[config.mk]
export PLATFORM = sky130hd
export DESIGN_NAME = sim_status_monitor
export DESIGN_NICKNAME = d
export VERILOG_FILES = /design/src/rtl/sim_status_monitor.sv
export SDC_FILE = /design/constraint.sdc
export NUM_CORES = 1
export LEC_CHECK = 0
export BUFFER_PORTS_ARGS = -buffer_cell sky130_fd_sc_hd__buf_2
export CAP_MARGIN = 20
export CORE_MARGIN = 10
export CORE_UTILIZATION = 53
export CTS_CLUSTER_DIAMETER = 150
export CTS_CLUSTER_SIZE = 24
export DETAILED_ROUTE_END_ITERATION = 10
export HOLD_SLACK_MARGIN = 0.1
export PLACE_DENSITY = 0.84
export SLEW_MARGIN = 10
export SYNTH_ARGS = -nofsm -noshare
export SYNTH_HDL_FRONTEND = slang
export SYNTH_SLANG_ARGS = --single-unit
[constraint.sdc]
create_clock -name cpu_clk -period 5 [get_ports cpu_clk]
set_clock_uncertainty 0.2 [all_clocks]
set_input_delay 1 -clock cpu_clk [delete_from_list [all_inputs] [get_ports cpu_clk]]
set_output_delay 1 -clock cpu_clk [all_outputs]
set_load 0.01 [all_outputs]
[src/rtl/sim_status_monitor.sv]
// End-of-test monitor: watches regfile write-backs for a PASS/FAIL signature,
// enforces a run-cycle budget, and counts cycles and retired instructions.
module sim_status_monitor #(
  parameter int unsigned DATA_WIDTH     = 32,
  parameter int unsigned REG_ADDR_WIDTH = 5,
  parameter int unsigned NUM_WB_PORTS   = 2,
  parameter int unsigned SIG_REG        = 31,
  parameter int unsigned PASS_CODE      = 666,
  parameter int unsigned FAIL_CODE      = 404,
  parameter int unsigned MAX_CYC        = 600,
  parameter int unsigned CNT_WIDTH      = 32
) (
  input  logic                                   cpu_clk,
  input  logic                                   cpu_rst,
  input  logic                                   start,
  input  logic [NUM_WB_PORTS-1:0]                wb_we,
  input  logic [NUM_WB_PORTS*REG_ADDR_WIDTH-1:0] wb_addr,
  input  logic [NUM_WB_PORTS*DATA_WIDTH-1:0]     wb_data,
  input  logic [NUM_WB_PORTS-1:0]                inst_retire,
  output logic [2:0]                             status,
  output logic                                   done,
  output logic                                   halt_req,
  output logic [CNT_WIDTH-1:0]                   cycle_cnt,
  output logic [CNT_WIDTH-1:0]                   retire_cnt
);

  typedef enum logic [2:0] {
    ST_IDLE    = 3'd0,
    ST_RUN     = 3'd1,
    ST_PASS    = 3'd2,
    ST_FAIL    = 3'd3,
    ST_TIMEOUT = 3'd4
  } state_t;

  localparam int unsigned POP_W = $clog2(NUM_WB_PORTS + 1);
  localparam logic [REG_ADDR_WIDTH-1:0] SIG_ADDR = REG_ADDR_WIDTH'(SIG_REG);
  localparam logic [DATA_WIDTH-1:0]     PASS_VAL = DATA_WIDTH'(PASS_CODE);
  localparam logic [DATA_WIDTH-1:0]     FAIL_VAL = DATA_WIDTH'(FAIL_CODE);
  localparam logic [CNT_WIDTH-1:0]      LAST_CYC = CNT_WIDTH'(MAX_CYC - 1);
  localparam logic [CNT_WIDTH-1:0]      CNT_MAX  = '1;

  state_t               state;
  logic                 hit;
  logic                 hit_pass;
  logic                 timeout_now;
  logic [POP_W-1:0]     pop;
  logic [CNT_WIDTH:0]   cycle_sum;
  logic [CNT_WIDTH:0]   retire_sum;
  logic [CNT_WIDTH-1:0] cycle_next;
  logic [CNT_WIDTH-1:0] retire_next;

  // Later ports overwrite earlier ones, so the youngest hit decides the verdict.
  always_comb begin
    hit      = 1'b0;
    hit_pass = 1'b0;
    pop      = '0;
    for (int i = 0; i < NUM_WB_PORTS; i++) begin
      if (wb_we[i] && wb_addr[i*REG_ADDR_WIDTH +: REG_ADDR_WIDTH] == SIG_ADDR &&
          wb_addr[i*REG_ADDR_WIDTH +: REG_ADDR_WIDTH] != '0) begin
        if (wb_data[i*DATA_WIDTH +: DATA_WIDTH] == PASS_VAL) begin
          hit      = 1'b1;
          hit_pass = 1'b1;
        end else if (wb_data[i*DATA_WIDTH +: DATA_WIDTH] == FAIL_VAL) begin
          hit      = 1'b1;
          hit_pass = 1'b0;
        end
      end
      pop = pop + POP_W'(inst_retire[i]);
    end
  end

  assign cycle_sum   = {1'b0, cycle_cnt} + (CNT_WIDTH+1)'(1);
  assign retire_sum  = {1'b0, retire_cnt} + (CNT_WIDTH+1)'(pop);
  assign cycle_next  = cycle_sum[CNT_WIDTH]  ? CNT_MAX : cycle_sum[CNT_WIDTH-1:0];
  assign retire_next = retire_sum[CNT_WIDTH] ? CNT_MAX : retire_sum[CNT_WIDTH-1:0];
  assign timeout_now = (MAX_CYC != 0) && (cycle_cnt == LAST_CYC);

  // IDLE and the terminal states share one branch: both hold until start.
  always_ff @(posedge cpu_clk) begin
    if (cpu_rst) begin
      state      <= ST_IDLE;
      done       <= 1'b0;
      cycle_cnt  <= '0;
      retire_cnt <= '0;
    end else begin
      case (state)
        ST_RUN: begin
          if (start) begin
            cycle_cnt  <= '0;
            retire_cnt <= '0;
          end else begin
            cycle_cnt  <= cycle_next;
            retire_cnt <= retire_next;
            if (hit) begin
              state <= hit_pass ? ST_PASS : ST_FAIL;
              done  <= 1'b1;
            end else if (timeout_now) begin
              state <= ST_TIMEOUT;
              done  <= 1'b1;
            end
          end
        end
        default: begin
          if (start) begin
            state      <= ST_RUN;
            done       <= 1'b0;
            cycle_cnt  <= '0;
            retire_cnt <= '0;
          end
        end
      endcase
    end
  end

  assign status   = state;
  assign halt_req = done;

endmodule
After elaboration in Yosys (flattened, before gate mapping)
Cells that the tools add are included.

word-level totals
  bits in registers = 68
  input bits = 81
  output and inout port bits = 69
  logic and storage cells = 54

operators by class
  add/sub/neg operators = 3
  equality and inequality tests = 9
  muxes and demuxes = 29
  reductions and logical operators = 9

operator list
  cell                                                                      count
  32-bit 2-to-1 mux                                                         7
  32-bit by 10-bit equality test with 1-bit output (second input constant)  3
  32-bit by 9-bit equality test with 1-bit output (second input constant)   2
  32-bit by 1-bit adder with 33-bit output (second input constant)          1
  32-bit by 2-bit adder with 33-bit output                                  1
  1-bit 2-to-1 mux                                                          17
  3-bit 2-to-1 mux                                                          5
  5-bit equality test (second input constant)                               2
  5-bit nonzero test                                                        2
  1-bit logical AND                                                         4
  3-bit by 1-bit equality test with 1-bit output (second input constant)    1
  3-bit AND reduction                                                       1
  3-bit nonzero test                                                        1
  1-bit by 1-bit adder with 2-bit output                                    1
  2-bit != test (second input constant)                                     1
  2-bit nonzero test                                                        1

Logic depth before layout (Yosys ltp)
  word-level depth = 11
  depth in mapped cells = 11
  mapped depth without buffers = 10

Worst setup path before layout
OpenSTA, ideal clock, no wires.

  path kind = input to register
  start = input port inst_retire[0]
  end = register retire_cnt[26]
  library setup time = 0.133 ns
  data arrival time = 3.074 ns
  required time = 4.667 ns
  setup slack = 1.593 ns
  stages on the path = 10
  path buffers = 0
  path through = inv_1 fa_1 inv_1 ha_1 nand3_2 or4_4 nor4b_4 nand4_1 a21oi_1 nor3_1

between the ends
  word-level cells in the longest chain between the ends = 5

ends and longest elaborated chain
  element                                   line  source
  from (decl)                               19    input logic [NUM_WB_PORTS-1:0] inst_retire,
  1-bit by 1-bit adder with 2-bit output    68    pop = pop + POP_W'(inst_retire[i]);
  32-bit by 2-bit adder with 33-bit output  73    assign retire_sum = {1'b0, retire_cnt} + (CNT_WIDTH+1)'(pop);
  32-bit 2-to-1 mux                         75    assign retire_next = retire_sum[CNT_WIDTH] ? CNT_MAX : retire_sum[CNT_WIDTH-1:0];
  32-bit 2-to-1 mux                         88    if (start) begin
  32-bit 2-to-1 mux                         86    case (state)
  to (signal assigned)                      93    retire_cnt <= retire_next;
  to (decl)                                 24    output logic [CNT_WIDTH-1:0] retire_cnt

No other way between the ends.
A chain may end at the register's enable or synchronous reset.

Worst setup path after layout
  start = input port inst_retire[0]
  end = register retire_cnt[12]

The elaborated chain is that of the path after synthesis.

==> metrics.yaml <==
status: "finished clean"
io_buffers: 149
postSynthAreaPerCell_um2: 7.36
power_leakage_nw: 2.32
drive_gt1_share_pct: 27.0
switching_share_pct: 25.1
grt_pass1_wl_um: 24200
maxCapViolations: 0
clk_path_buf_depth: 2
ir_worst_vdd_mv: 0.121
ant_nets: 0
regArea_mm2: 0.00136
n_antenna_cell: 0
powerDensity_mw_per_mm2: 225
final_cell_mix: "buf_2, a21oi_1, dfxtp_1, o21ai_1, nor2_1"
intPower_mw: 0.904
die_h_um: 111
clock-root-buffer: "clkbuf_8"
synthCells: 595
wire_per_inst_um: 17.5
path_max_fanout: 25
clkTransAtPathRegs_ns: 0.07
grt_pass1_vias: 5022
io_pins: 150
power_mw: 1.21
htreeDepth: 3
avgViaCountPerCell: 6.20
synth_flop_cell: "dfxtp_1"
critPathKind: "input pin to register"
min_from: "retire_cnt[0]"
tritoncts: "built"
r2r_start: "cycle_cnt[0]"
die_w_um: 111
nets: 805
row_count: 33
start_util_pct: 53.9
final_core_util_pct: 65.9
hp-class: "register to register"
min_period_over_period_pct: 72.3
first_iter_violations: 407
async_reset_ff_share_pct: 0
synth_edf_count: 0
vias: 5149
dp_hpwl_um: 10400
cts_resized: 0
yosysTopAreaCellShare_pct: 31.1
syn_area_mm2: 0.00438
yosys_warnings: 0
placed_area_mm2: 0.00511
final_area_mm2: 0.00536
p_clk_share_pct: 45.0
relSlewSlack_pct: 32.9
fin_crit_ns: 3.62
rsz0062_at_grt: "no"
hold_violations: 0
synth_nets: 680
setup_tns_ns: 0
p_switching_mw: 0.303
grt_start_max_net_pins: 62
yosysSeqAreaShare_pct: 31.1
ys_top_cells_by_area: "dfxtp_1, a21oi_1, o21ai_1, nor2_1, nand2_1"
grt_overflow: 0
clock_latency_ns: 0.36
fmax_ghz: 0.277
start_kind: "input pin"
cts_setup_buffers: 0
numCtsBuffers: 9
grt_usage_pct: 22.5
fillCellCount: 736
slew_viol_final: 0
drc_errors: 0
combPwrFrac_pct: 9.9
p_seq_share_pct: 45.1
worstMarginPinSlew_ns: 1.01
ys_types: 60
cts_sinks: 68
multi_input_area_mm2: 0.00278
syn_to_final_growth_pct: 22.4
synth_area_leader_cell: "dfxtp_1"
finalSetupViolCount: 0
dieArea_mm2: 0.0123
ctsHoldBuffers: 0
crit_start: "inst_retire[0]"
core-area_mm2: 0.00813
synth_seq_cells: 68
drt_first_pass_iters: 6
place_congestion: 0.865
finalWirelength_um: 14500
antenna_found_initial: 0
end_kind: "register"
arrival_ns: 3.70
final_common_cell: "buf_2"
worstPathRequired_ns: 5.08
-- worst paths after layout --
| check | end | slack (ns) | cells past startpoint |
|---|---|---|---|
| setup reg to reg | cycle_cnt[11] | 1.40 | 7 |
| hold / removal | retire_cnt[0] | 0.29 | 2 |
| setup / recovery | retire_cnt[12] | 1.38 | 11 |
| hold reg to reg | retire_cnt[0] | 0.29 | 2 |
-- area by class of cell --
| cell class | count | area share [%] |
|---|---|---|
| Clock inverter | 5 | 1.54 |
| Inverter | 11 | 0.770 |
| Timing Repair Buffer | 156 | 15.1 |
| Tap cell | 105 | 2.45 |
| Clock buffer | 11 | 2.82 |
| Sequential cell | 68 | 25.4 |
| Multi-Input combinational cell | 474 | 51.9 |
-- layer usage --
| layer | wire [µm] | track usage, % | part of all wire [%] |
|---|---|---|---|
| met5 | 0 | 0 | 0 |
| met4 | 281 | 8.94 | 1.9 |
| met2 | 6840 | 36.3 | 47 |
| met1 | 5970 | 27.2 | 41 |
| met3 | 1440 | 6.87 | 9.9 |
-- worst max-delay path, stage by stage --
cell and delay (ns):
buf_2 0.08, inv_1 0.05, fa_1 0.46, inv_1 0.10
ha_1 0.19, nand3_2 0.20, nor4_4 0.49, nand4_2 0.23
nor2_4 0.52, o21ai_0 0.21, a21oi_1 0.16
-- registers in the layout (all words and copies together) (netlist names) --
name        flops
status          3
done            1
cycle_cnt      32
retire_cnt     32
-- stage by stage --
step,hold slack [ns],cells,setup WS [ns]
2_1_floorplan,0.283,595,1.59
3_3_place_gp,0.263,813,1.22
3_5_place_dp,0.290,813,1.06
4_1_cts,0.299,829,1.41
5_1_grt,0.321,830,1.10
6_report,0.295,830,1.38
-- power by group through the flow --
stage | Combinational, mW | Clock, mW | Sequential (mW)
after floorplan | 0.0635 | 0 | 0.558
after global placement | 0.112 | 0 | 0.558
after detailed placement | 0.114 | 0 | 0.558
after CTS | 0.116 | 0.545 | 0.545
after global routing | 0.132 | 0.570 | 0.545
final | 0.119 | 0.543 | 0.545
-- logic make-up (layout without fill, tap and decap cells) --
family / after synthesis / in the layout / share of synthesized area (%)
buffers and inverters: 53 / 183 / 5.63
muxes: 1 / 1 / 0.228
DFF: 68 / 68 / 31.1
and+or+nand+nor: 256 / 256 / 34.8
adders and majority gates: 4 / 4 / 1.31
AOI/OAI and AO/OA: 212 / 212 / 26.8
xor gates and xnor gates: 1 / 1 / 0.200
-- synth_stat cells, drive strengths merged, types with 8 or more instances --
| library cell | number |
|---|---|
| nand2 | 46 |
| a21o | 10 |
| nor2 | 57 |
| dfxtp | 68 |
| nor4b | 8 |
| nor3 | 24 |
| and3 | 12 |
| clkbuf | 22 |
| nand4 | 21 |
| o21ai | 95 |
| a31oi | 18 |
| nor4 | 20 |
| buf | 20 |
| a21oi | 72 |
| inv | 11 |
| and2 | 9 |
| nand3 | 22 |
Note: power is estimated with default switching activity, not from simulation.
